==> src/rtl/alu_issue_ctrl_if.sv <==
// Request, ALU-drive and response signals of the ALU operand-issue sequencer.
// master = requester/ALU/consumer side, slave = the sequencer.
interface alu_issue_ctrl_if;
  logic        in_valid, in_ready;
  logic [1:0]  in_aluop;
  logic [3:0]  in_func;
  logic [15:0] in_a, in_b;
  logic [3:0]  in_tag;
  logic [15:0] alu_a, alu_b;
  logic        alu_a_write, alu_b_write, alu_out_write;
  logic [1:0]  alu_aluop;
  logic [3:0]  alu_func;
  logic [15:0] alu_result;
  logic        alu_is_negative, alu_overflow, alu_is_zero;
  logic        out_valid, out_ready;
  logic [15:0] out_result;
  logic [3:0]  out_tag;
  logic        out_neg, out_ovf, out_zero;

  modport master (
    output in_valid, in_aluop, in_func, in_a, in_b, in_tag,
    input  in_ready,
    input  alu_a, alu_b, alu_a_write, alu_b_write, alu_out_write, alu_aluop, alu_func,
    output alu_result, alu_is_negative, alu_overflow, alu_is_zero,
    input  out_valid, out_result, out_tag, out_neg, out_ovf, out_zero,
    output out_ready
  );

  modport slave (
    input  in_valid, in_aluop, in_func, in_a, in_b, in_tag,
    output in_ready,
    output alu_a, alu_b, alu_a_write, alu_b_write, alu_out_write, alu_aluop, alu_func,
    input  alu_result, alu_is_negative, alu_overflow, alu_is_zero,
    output out_valid, out_result, out_tag, out_neg, out_ovf, out_zero,
    input  out_ready
  );
endinterface

==> src/rtl/alu_issue_ctrl.sv <==
// Operand-issue sequencer for the registered 16-bit ALU: IDLE->LOAD->EXEC->CAP->RESP.
// Optional ALU_ISSUE_SLT_FIX_EN: signed-compare (ALUop=2, Func=7) reports neg^ovf as out_neg.
module alu_issue_ctrl #(
  parameter int ALU_LATENCY = 1
) (
  input  logic              clk,
  input  logic              rst_n,
  alu_issue_ctrl_if.slave   bus,
  output logic              busy,
  output logic [7:0]        ops_done
);

  typedef enum logic [2:0] {IDLE, LOAD, EXEC, CAP, RESP} state_t;

  typedef struct packed {
    logic [1:0]  aluop;
    logic [3:0]  func;
    logic [15:0] a;
    logic [15:0] b;
    logic [3:0]  tag;
  } req_t;

  typedef struct packed {
    logic [15:0] result;
    logic [3:0]  tag;
    logic        neg;
    logic        ovf;
    logic        zero;
  } rsp_t;

  state_t     state;
  req_t       hold;
  rsp_t       rsp;
  logic [1:0] cnt;
  logic       in_ready, out_valid, a_wr, b_wr, out_wr;
  logic       neg_cap;

`ifdef ALU_ISSUE_SLT_FIX_EN
  assign neg_cap = (hold.aluop == 2'd2 && hold.func == 4'd7)
                   ? (bus.alu_is_negative ^ bus.alu_overflow) : bus.alu_is_negative;
`else
  assign neg_cap = bus.alu_is_negative;
`endif

  // ALU operand/control lines come straight from the hold registers so they
  // stay put from LOAD through CAP.
  assign bus.alu_a         = hold.a;
  assign bus.alu_b         = hold.b;
  assign bus.alu_aluop     = hold.aluop;
  assign bus.alu_func      = hold.func;
  assign bus.alu_a_write   = a_wr;
  assign bus.alu_b_write   = b_wr;
  assign bus.alu_out_write = out_wr;
  assign bus.in_ready      = in_ready;
  assign bus.out_valid     = out_valid;
  assign bus.out_result    = rsp.result;
  assign bus.out_tag       = rsp.tag;
  assign bus.out_neg       = rsp.neg;
  assign bus.out_ovf       = rsp.ovf;
  assign bus.out_zero      = rsp.zero;

  // Outputs are registered against the next state, so they equal a decode of
  // the state register without any combinational path.
  always_ff @(posedge clk or negedge rst_n) begin
    if (!rst_n) begin
      state     <= IDLE;
      hold      <= '0;
      rsp       <= '0;
      cnt       <= '0;
      ops_done  <= '0;
      in_ready  <= 1'b1;
      busy      <= 1'b0;
      out_valid <= 1'b0;
      a_wr      <= 1'b0;
      b_wr      <= 1'b0;
      out_wr    <= 1'b0;
    end else begin
      case (state)
        IDLE: if (bus.in_valid) begin
          hold     <= '{aluop: bus.in_aluop, func: bus.in_func,
                        a: bus.in_a, b: bus.in_b, tag: bus.in_tag};
          state    <= LOAD;
          in_ready <= 1'b0;
          busy     <= 1'b1;
          a_wr     <= 1'b1;
          b_wr     <= 1'b1;
        end
        LOAD: begin
          state  <= EXEC;
          a_wr   <= 1'b0;
          b_wr   <= 1'b0;
          out_wr <= 1'b1;
        end
        EXEC: begin
          state  <= CAP;
          out_wr <= 1'b0;
          cnt    <= 2'(ALU_LATENCY - 1);
        end
        CAP: begin
          if (cnt == 2'd0) begin
            rsp       <= '{result: bus.alu_result, tag: hold.tag, neg: neg_cap,
                           ovf: bus.alu_overflow, zero: bus.alu_is_zero};
            out_valid <= 1'b1;
            state     <= RESP;
          end else begin
            cnt <= cnt - 2'd1;
          end
        end
        RESP: if (bus.out_ready) begin
          out_valid <= 1'b0;
          ops_done  <= ops_done + 8'd1;
          in_ready  <= 1'b1;
          busy      <= 1'b0;
          state     <= IDLE;
        end
        default: begin
          state    <= IDLE;
          in_ready <= 1'b1;
          busy     <= 1'b0;
        end
      endcase
    end
  end

endmodule
==> src/flat_wrapper.sv <==
// flat-port wrapper written by rule: the top's interface ports become plain ports
module alu_issue_ctrl_flat 
#(
  parameter int ALU_LATENCY = 1
)
  (clk, rst_n, busy, ops_done, bus_in_valid, bus_in_aluop, bus_in_func, bus_in_a, bus_in_b, bus_in_tag, bus_in_ready, bus_alu_a, bus_alu_b, bus_alu_a_write, bus_alu_b_write, bus_alu_out_write, bus_alu_aluop, bus_alu_func, bus_alu_result, bus_alu_is_negative, bus_alu_overflow, bus_alu_is_zero, bus_out_valid, bus_out_result, bus_out_tag, bus_out_neg, bus_out_ovf, bus_out_zero, bus_out_ready);
  alu_issue_ctrl_if bus_i ();
  input  logic clk;
  input  logic rst_n;
  output logic busy;
  output logic [7:0] ops_done;
  input wire logic [$bits(bus_i.in_valid)-1:0] bus_in_valid;
  input wire logic [$bits(bus_i.in_aluop)-1:0] bus_in_aluop;
  input wire logic [$bits(bus_i.in_func)-1:0] bus_in_func;
  input wire logic [$bits(bus_i.in_a)-1:0] bus_in_a;
  input wire logic [$bits(bus_i.in_b)-1:0] bus_in_b;
  input wire logic [$bits(bus_i.in_tag)-1:0] bus_in_tag;
  output wire logic [$bits(bus_i.in_ready)-1:0] bus_in_ready;
  output wire logic [$bits(bus_i.alu_a)-1:0] bus_alu_a;
  output wire logic [$bits(bus_i.alu_b)-1:0] bus_alu_b;
  output wire logic [$bits(bus_i.alu_a_write)-1:0] bus_alu_a_write;
  output wire logic [$bits(bus_i.alu_b_write)-1:0] bus_alu_b_write;
  output wire logic [$bits(bus_i.alu_out_write)-1:0] bus_alu_out_write;
  output wire logic [$bits(bus_i.alu_aluop)-1:0] bus_alu_aluop;
  output wire logic [$bits(bus_i.alu_func)-1:0] bus_alu_func;
  input wire logic [$bits(bus_i.alu_result)-1:0] bus_alu_result;
  input wire logic [$bits(bus_i.alu_is_negative)-1:0] bus_alu_is_negative;
  input wire logic [$bits(bus_i.alu_overflow)-1:0] bus_alu_overflow;
  input wire logic [$bits(bus_i.alu_is_zero)-1:0] bus_alu_is_zero;
  output wire logic [$bits(bus_i.out_valid)-1:0] bus_out_valid;
  output wire logic [$bits(bus_i.out_result)-1:0] bus_out_result;
  output wire logic [$bits(bus_i.out_tag)-1:0] bus_out_tag;
  output wire logic [$bits(bus_i.out_neg)-1:0] bus_out_neg;
  output wire logic [$bits(bus_i.out_ovf)-1:0] bus_out_ovf;
  output wire logic [$bits(bus_i.out_zero)-1:0] bus_out_zero;
  input wire logic [$bits(bus_i.out_ready)-1:0] bus_out_ready;
  assign bus_i.in_valid = bus_in_valid;
  assign bus_i.in_aluop = bus_in_aluop;
  assign bus_i.in_func = bus_in_func;
  assign bus_i.in_a = bus_in_a;
  assign bus_i.in_b = bus_in_b;
  assign bus_i.in_tag = bus_in_tag;
  assign bus_in_ready = bus_i.in_ready;
  assign bus_alu_a = bus_i.alu_a;
  assign bus_alu_b = bus_i.alu_b;
  assign bus_alu_a_write = bus_i.alu_a_write;
  assign bus_alu_b_write = bus_i.alu_b_write;
  assign bus_alu_out_write = bus_i.alu_out_write;
  assign bus_alu_aluop = bus_i.alu_aluop;
  assign bus_alu_func = bus_i.alu_func;
  assign bus_i.alu_result = bus_alu_result;
  assign bus_i.alu_is_negative = bus_alu_is_negative;
  assign bus_i.alu_overflow = bus_alu_overflow;
  assign bus_i.alu_is_zero = bus_alu_is_zero;
  assign bus_out_valid = bus_i.out_valid;
  assign bus_out_result = bus_i.out_result;
  assign bus_out_tag = bus_i.out_tag;
  assign bus_out_neg = bus_i.out_neg;
  assign bus_out_ovf = bus_i.out_ovf;
  assign bus_out_zero = bus_i.out_zero;
  assign bus_i.out_ready = bus_out_ready;
  alu_issue_ctrl #(.ALU_LATENCY(ALU_LATENCY)) u_core (.clk(clk), .rst_n(rst_n), .bus(bus_i), .busy(busy), .ops_done(ops_done));
endmodule
==> config.mk <==
export PLATFORM = sky130hd
export DESIGN_NAME = alu_issue_ctrl_flat
export DESIGN_NICKNAME = d
export VERILOG_FILES = /design/src/rtl/alu_issue_ctrl_if.sv /design/src/rtl/alu_issue_ctrl.sv /design/src/flat_wrapper.sv
export SDC_FILE = /design/constraint.sdc
export NUM_CORES = 1
export LEC_CHECK = 0
export BUFFER_PORTS_ARGS = -buffer_cell sky130_fd_sc_hd__clkbuf_2
export CELL_PAD_IN_SITES_DETAIL_PLACEMENT = 0
export CELL_PAD_IN_SITES_GLOBAL_PLACEMENT = 1
export CORE_MARGIN = 2
export CORE_UTILIZATION = 35
export CTS_BUF_LIST = sky130_fd_sc_hd__clkbuf_4 sky130_fd_sc_hd__clkbuf_8
export DETAILED_ROUTE_END_ITERATION = 16
export PLACE_DENSITY = 0.89
export SLEW_MARGIN = 25
export SYNTH_ARGS = -nofsm -noshare
export SYNTH_HDL_FRONTEND = slang
export SYNTH_SLANG_ARGS = --single-unit
==> constraint.sdc <==
create_clock -name clk -period 1.6 [get_ports clk]
set_input_delay 0.16 -clock clk [delete_from_list [all_inputs] [get_ports clk]]
set_output_delay 0.16 -clock clk [all_outputs]
set_load 0.1 [all_outputs]
======== Word-level counts from Yosys, hierarchy flattened ========
Cells that the tools add are included.
storage, ports and cells
  logic and storage cells ................. 60
  bits of input ports ..................... 65
  bits in registers ....................... 83
  output and inout port bits .............. 75
operators by class
  bitwise operators ....................... 1
  reduce and logical (&&, ||, !) cells .... 15
  mux-type cells .......................... 16
  add/subtract/negate cells ............... 2
  equality and inequality tests ........... 8
operators by type and width
  kind                   number
  $pmux W3 S5            1
  $reduce_and A2 Y1      5
  $mux W3                3
  $reduce_and A3 Y1      3
  $add A8 B1 Y8 const B  1
  $reduce_bool A2 Y1     4
  $eq A3 B2 Y1 const B   2
  $ne A2 B2 Y1 const B   3
  $pmux W1 S2            3
  $pmux W1 S3            2
  $mux W1                5
  $pmux W2 S2            1
  $eq A3 B1 Y1 const B   1
  $eq A3 B3 Y1 const B   1
  $logic_not A3 Y1       1
  $reduce_or A3 Y1       1
  $logic_not A2 Y1       1
  $mux W2                1
  $ne A2 B1 Y1 const B   1
  $sub A2 B1 Y2 const B  1
  $not A1 Y1             1

======== Longest topological paths before layout ========
  depth in word-level cells ............... 4
  gate-level depth with buffers ........... 5
  mapped depth without buffers ............ 5

======== Worst setup path after synthesis ========
OpenSTA, ideal clock, no wires.
  path type ............................... register -> register
  start ................................... register u_core.ops_done[0]
  end ..................................... register u_core.ops_done[1]
  clock period less this slack ............ 1.706 ns
  required time ........................... 1.474 ns
  arrival ................................. 1.580 ns
  path slack .............................. -0.106 ns
  setup time .............................. 0.126 ns
  buffers on the path ..................... 0
  stages on the path, launching flop included .. 3
  cell sequence ........................... dfrtp_1 > ha_1 > mux2_2
between the ends
  cells in the longest elaborated chain, start to end .. 1
RTL lines
  what                    line                   RTL
  start, declared         alu_issue_ctrl.sv:10   output logic [7:0] ops_done
  start signal, assigned  alu_issue_ctrl.sv:111  ops_done <= ops_done + 8'd1;
  $add A8 B1 Y8           alu_issue_ctrl.sv:111
No other way between the ends.
A chain may end at the register's enable or synchronous reset.

======== Worst setup path in the final report ========
  start ................................... register u_core.state[2]
  end ..................................... register u_core.hold (netlist bit u_core.bus.alu_a[13])
between the ends
  cells in the longest elaborated chain, start to end .. 2
RTL lines
  what                         line                  RTL
  start, declared              alu_issue_ctrl.sv:31  state_t state;
  start signal, assigned       alu_issue_ctrl.sv:66  state <= IDLE;
  start signal, assigned       alu_issue_ctrl.sv:82  state <= LOAD;
  start signal, assigned       alu_issue_ctrl.sv:89  state <= EXEC;
  $logic_not A3 Y1             alu_issue_ctrl.sv:78  case (state)
  $reduce_and A2 Y1 (no line)  n/a
  end signal, assigned         alu_issue_ctrl.sv:80  hold <= '{aluop: bus.in_aluop, func: bus.in_func,
  end, declared                alu_issue_ctrl.sv:32  req_t hold;
No other way between the ends.

==> reports/results.ini <==
[run_status]
status=complete, no violations

[global_route]
grtUsageTotal_pct=13.1
use_met1_pct=15.0
grt_pass1_wl_um=11300
grt_start_max_net_pins=44
grt_antenna_before_repair=0
gr-usage-met3_pct=3.99
grt-busiest-layer=met2
grtUsageMet2_pct=21.7
gr-total-overflow=0
grt_pass1_vias=2307

[synthesis]
synth_top_family_by_area=multiplexers
ys_ff_latch=83
synth_nets=318
synthSimpleGateAreaFrac_pct=4.85
yosysSeqAreaShare_pct=58.4
synthTopCellsByArea=dfrtp_1, mux2_2, buf_4
ys_types=30
synth_mux_area_share_pct=20.9
synth_fa_ha_area_share_pct=0.703
synth_top_area_share_pct=57.6
synthCells=251
ys_top_cells_by_count=dfrtp_1, mux2_2, buf_4
async_flop_share_pct=100
yosys_warnings=0
synth-edff-count=0
synth_ff_type=dfrtp_1
synth.most_common_cell=dfrtp_1
synth_compound_area_share_pct=2.57
synth_largest_area_cell=dfrtp_1
synth_area_per_cell_sq_um=14.2
synth_xor_area_share_pct=1.72
syn_area_sq_mm=0.00356

[layout]
diodes=0
area_growth_pct=25.4
layout.nets=435
final_cell_area_sq_mm=0.00447
multi_input_area_sq_mm=0.00113
drive_above_1_share_pct=64.1
layout.area.seq_sq_mm=0.00209
final.fill_count=926
final_core_util_pct=45.5

[clocking]
cts_buffer_depth=2
numCtsBuffers=9
cts.htree.levels=3
path_clk_slew_ns=0.08
cts_tree=yes
clock-root-buffer=clkbuf_8
clk_latency_ns=0.35
cts_num_sinks=83

[floorplan]
die_w_um=105
die_h_um=105
die-area_sq_mm=0.0110
core_area_sq_mm=0.00982
row_count=36
start_util_pct=36.3
num_io_pins=140

[routing]
vias=2274
dr.first_iter.drc_count=24
drc=0
viasPerCell=4.49
first_pass_iters=4
wl_per_cell_um=13.7
routed_wl_um=6920
ant_nets=0

[placement]
gp_congestion=0.715
place_ws_ns=-0.165
hpwl_um=5030
io_buffers=139
place_area_sq_mm=0.00415

[critical_path]
critical_path_required_ns=1.83
critPathArrivalTime_ns=1.79
crit_path_start_kind=flop
rr_worst_depth=5
cp_max_fo=16
critPathCaptureType=flop
criticalPathCategory=flop to flop

[sta]
tightest_slew_ns=0.568
setup_violations=0
period_share_pct=97.6
final.min_clock_period_ns=1.56
drv_slew=0
hold_violations=0
skew_ns=0.0106
layout_setup_ws_ns=0.0387
worst_slew_margin_rel_pct=62.3
fmax_mhz=640

[hold_path]
hold_path.class=input port to flop
hold_depth=2

[job]
maxCapViolCount=0

[cells in the final DEF, fill, tap and decap left out, types with 2 or more instances in the layout]
master | netlist | layout
a21oi_1 | 4 | 4
a22o_1 | 2 | 2
and3_1 | 2 | 2
buf_12 | 0 | 3
buf_4 | 39 | 11
clkbuf_2 | 0 | 138
clkbuf_4 | 0 | 3
clkbuf_8 | 0 | 10
clkinv_2 | 0 | 2
dfrtp_1 | 82 | 75
dfrtp_2 | 0 | 7
inv_1 | 4 | 4
mux2_1 | 10 | 10
mux2_2 | 56 | 56
nand2_1 | 6 | 6
nand2b_1 | 2 | 2
nand4_1 | 4 | 4
nand4b_4 | 1 | 2
nor2_1 | 3 | 3
o21ai_0 | 6 | 6
xnor2_1 | 6 | 6
[path summary, 6_finish.rpt]
path	start	slack, ns	to
min in group asynchronous	rst_n	0.30	u_core.bus.alu_b[11]
worst max register to register	u_core.state[2]	0.04	u_core.bus.alu_a[13]
worst max-delay path	u_core.state[2]	0.04	u_core.bus.alu_a[13]
max in group asynchronous	rst_n	0.72	u_core.bus.alu_b[15]
worst min-delay path	bus_in_b[13]	0.03	u_core.bus.alu_b[13]
worst min register to register	u_core.ops_done[7]	0.47	u_core.ops_done[7]
[kinds of logic (layout without fill, tap and decap cells)]
group | Yosys count | count (layout)
flops | 83 | 83
mux | 66 | 66
buf+inv | 53 | 174
simple gates | 25 | 26
compound gates | 15 | 15
xor+xnor | 7 | 7
fa+ha+maj | 2 | 2
[registers in the layout (all words and copies together), names as in the netlist]
name                      count
u_core.bus.out_zero           1
u_core.bus.alu_a_write        1
u_core.busy                   1
u_core.bus.alu_b             16
u_core.bus.out_tag            4
u_core.bus.alu_out_write      1
u_core.bus.out_valid          1
u_core.bus.in_ready           1
u_core.hold                   4
u_core.ops_done               8
u_core.bus.alu_aluop          2
u_core.bus.alu_a             16
u_core.bus.out_result        16
u_core.bus.out_neg            1
u_core.state                  3
u_core.bus.alu_func           4
u_core.cnt                    2
u_core.bus.out_ovf            1
[final cells by class]
class	instances	share of cell area, %
clock inverters	3	0.896
multi-input cells	116	25.3
clock buffers	13	3.59
inverters	4	0.336
well taps	133	3.73
flip-flops and latches	83	46.7
repair buffers	154	19.4
[per-layer routing]
layer,up-vias,wire length (um)
li1,1061,-
met1,1110,2800
met2,92,3440
met3,11,541
met4,0,136
met5,-,0
[worst max-delay path: stages, from the launching register on]
cell and delay (ns):
dfrtp_1 0.40, nand2b_4 0.16, nor3_4 0.18, buf_4 0.17
clkbuf_16 0.18, mux2_2 0.34
[per-stage QoR]
stage	cells	TNS [ns]	hold WS, ns
floorplan	251	0	-0.136
global placement	483	-1.47	0.134
detailed placement	483	-3.44	0.144
CTS	501	0	0.00655
global route	506	-0.112	0.0151
finish	506	0	0.0283
[repair_timing]
action,in CTS,in global routing
cloned,1,1
resized for setup,2,2
setup endpoints to repair,23,31
pin swaps,1,2
buffers inserted,0,4
hold endpoints to repair,32,0
hold buffers,1,0
Power is left out: the tool's default activity adds up to more than one toggle a clock period on the data nets, which glitch-free logic cannot reach.
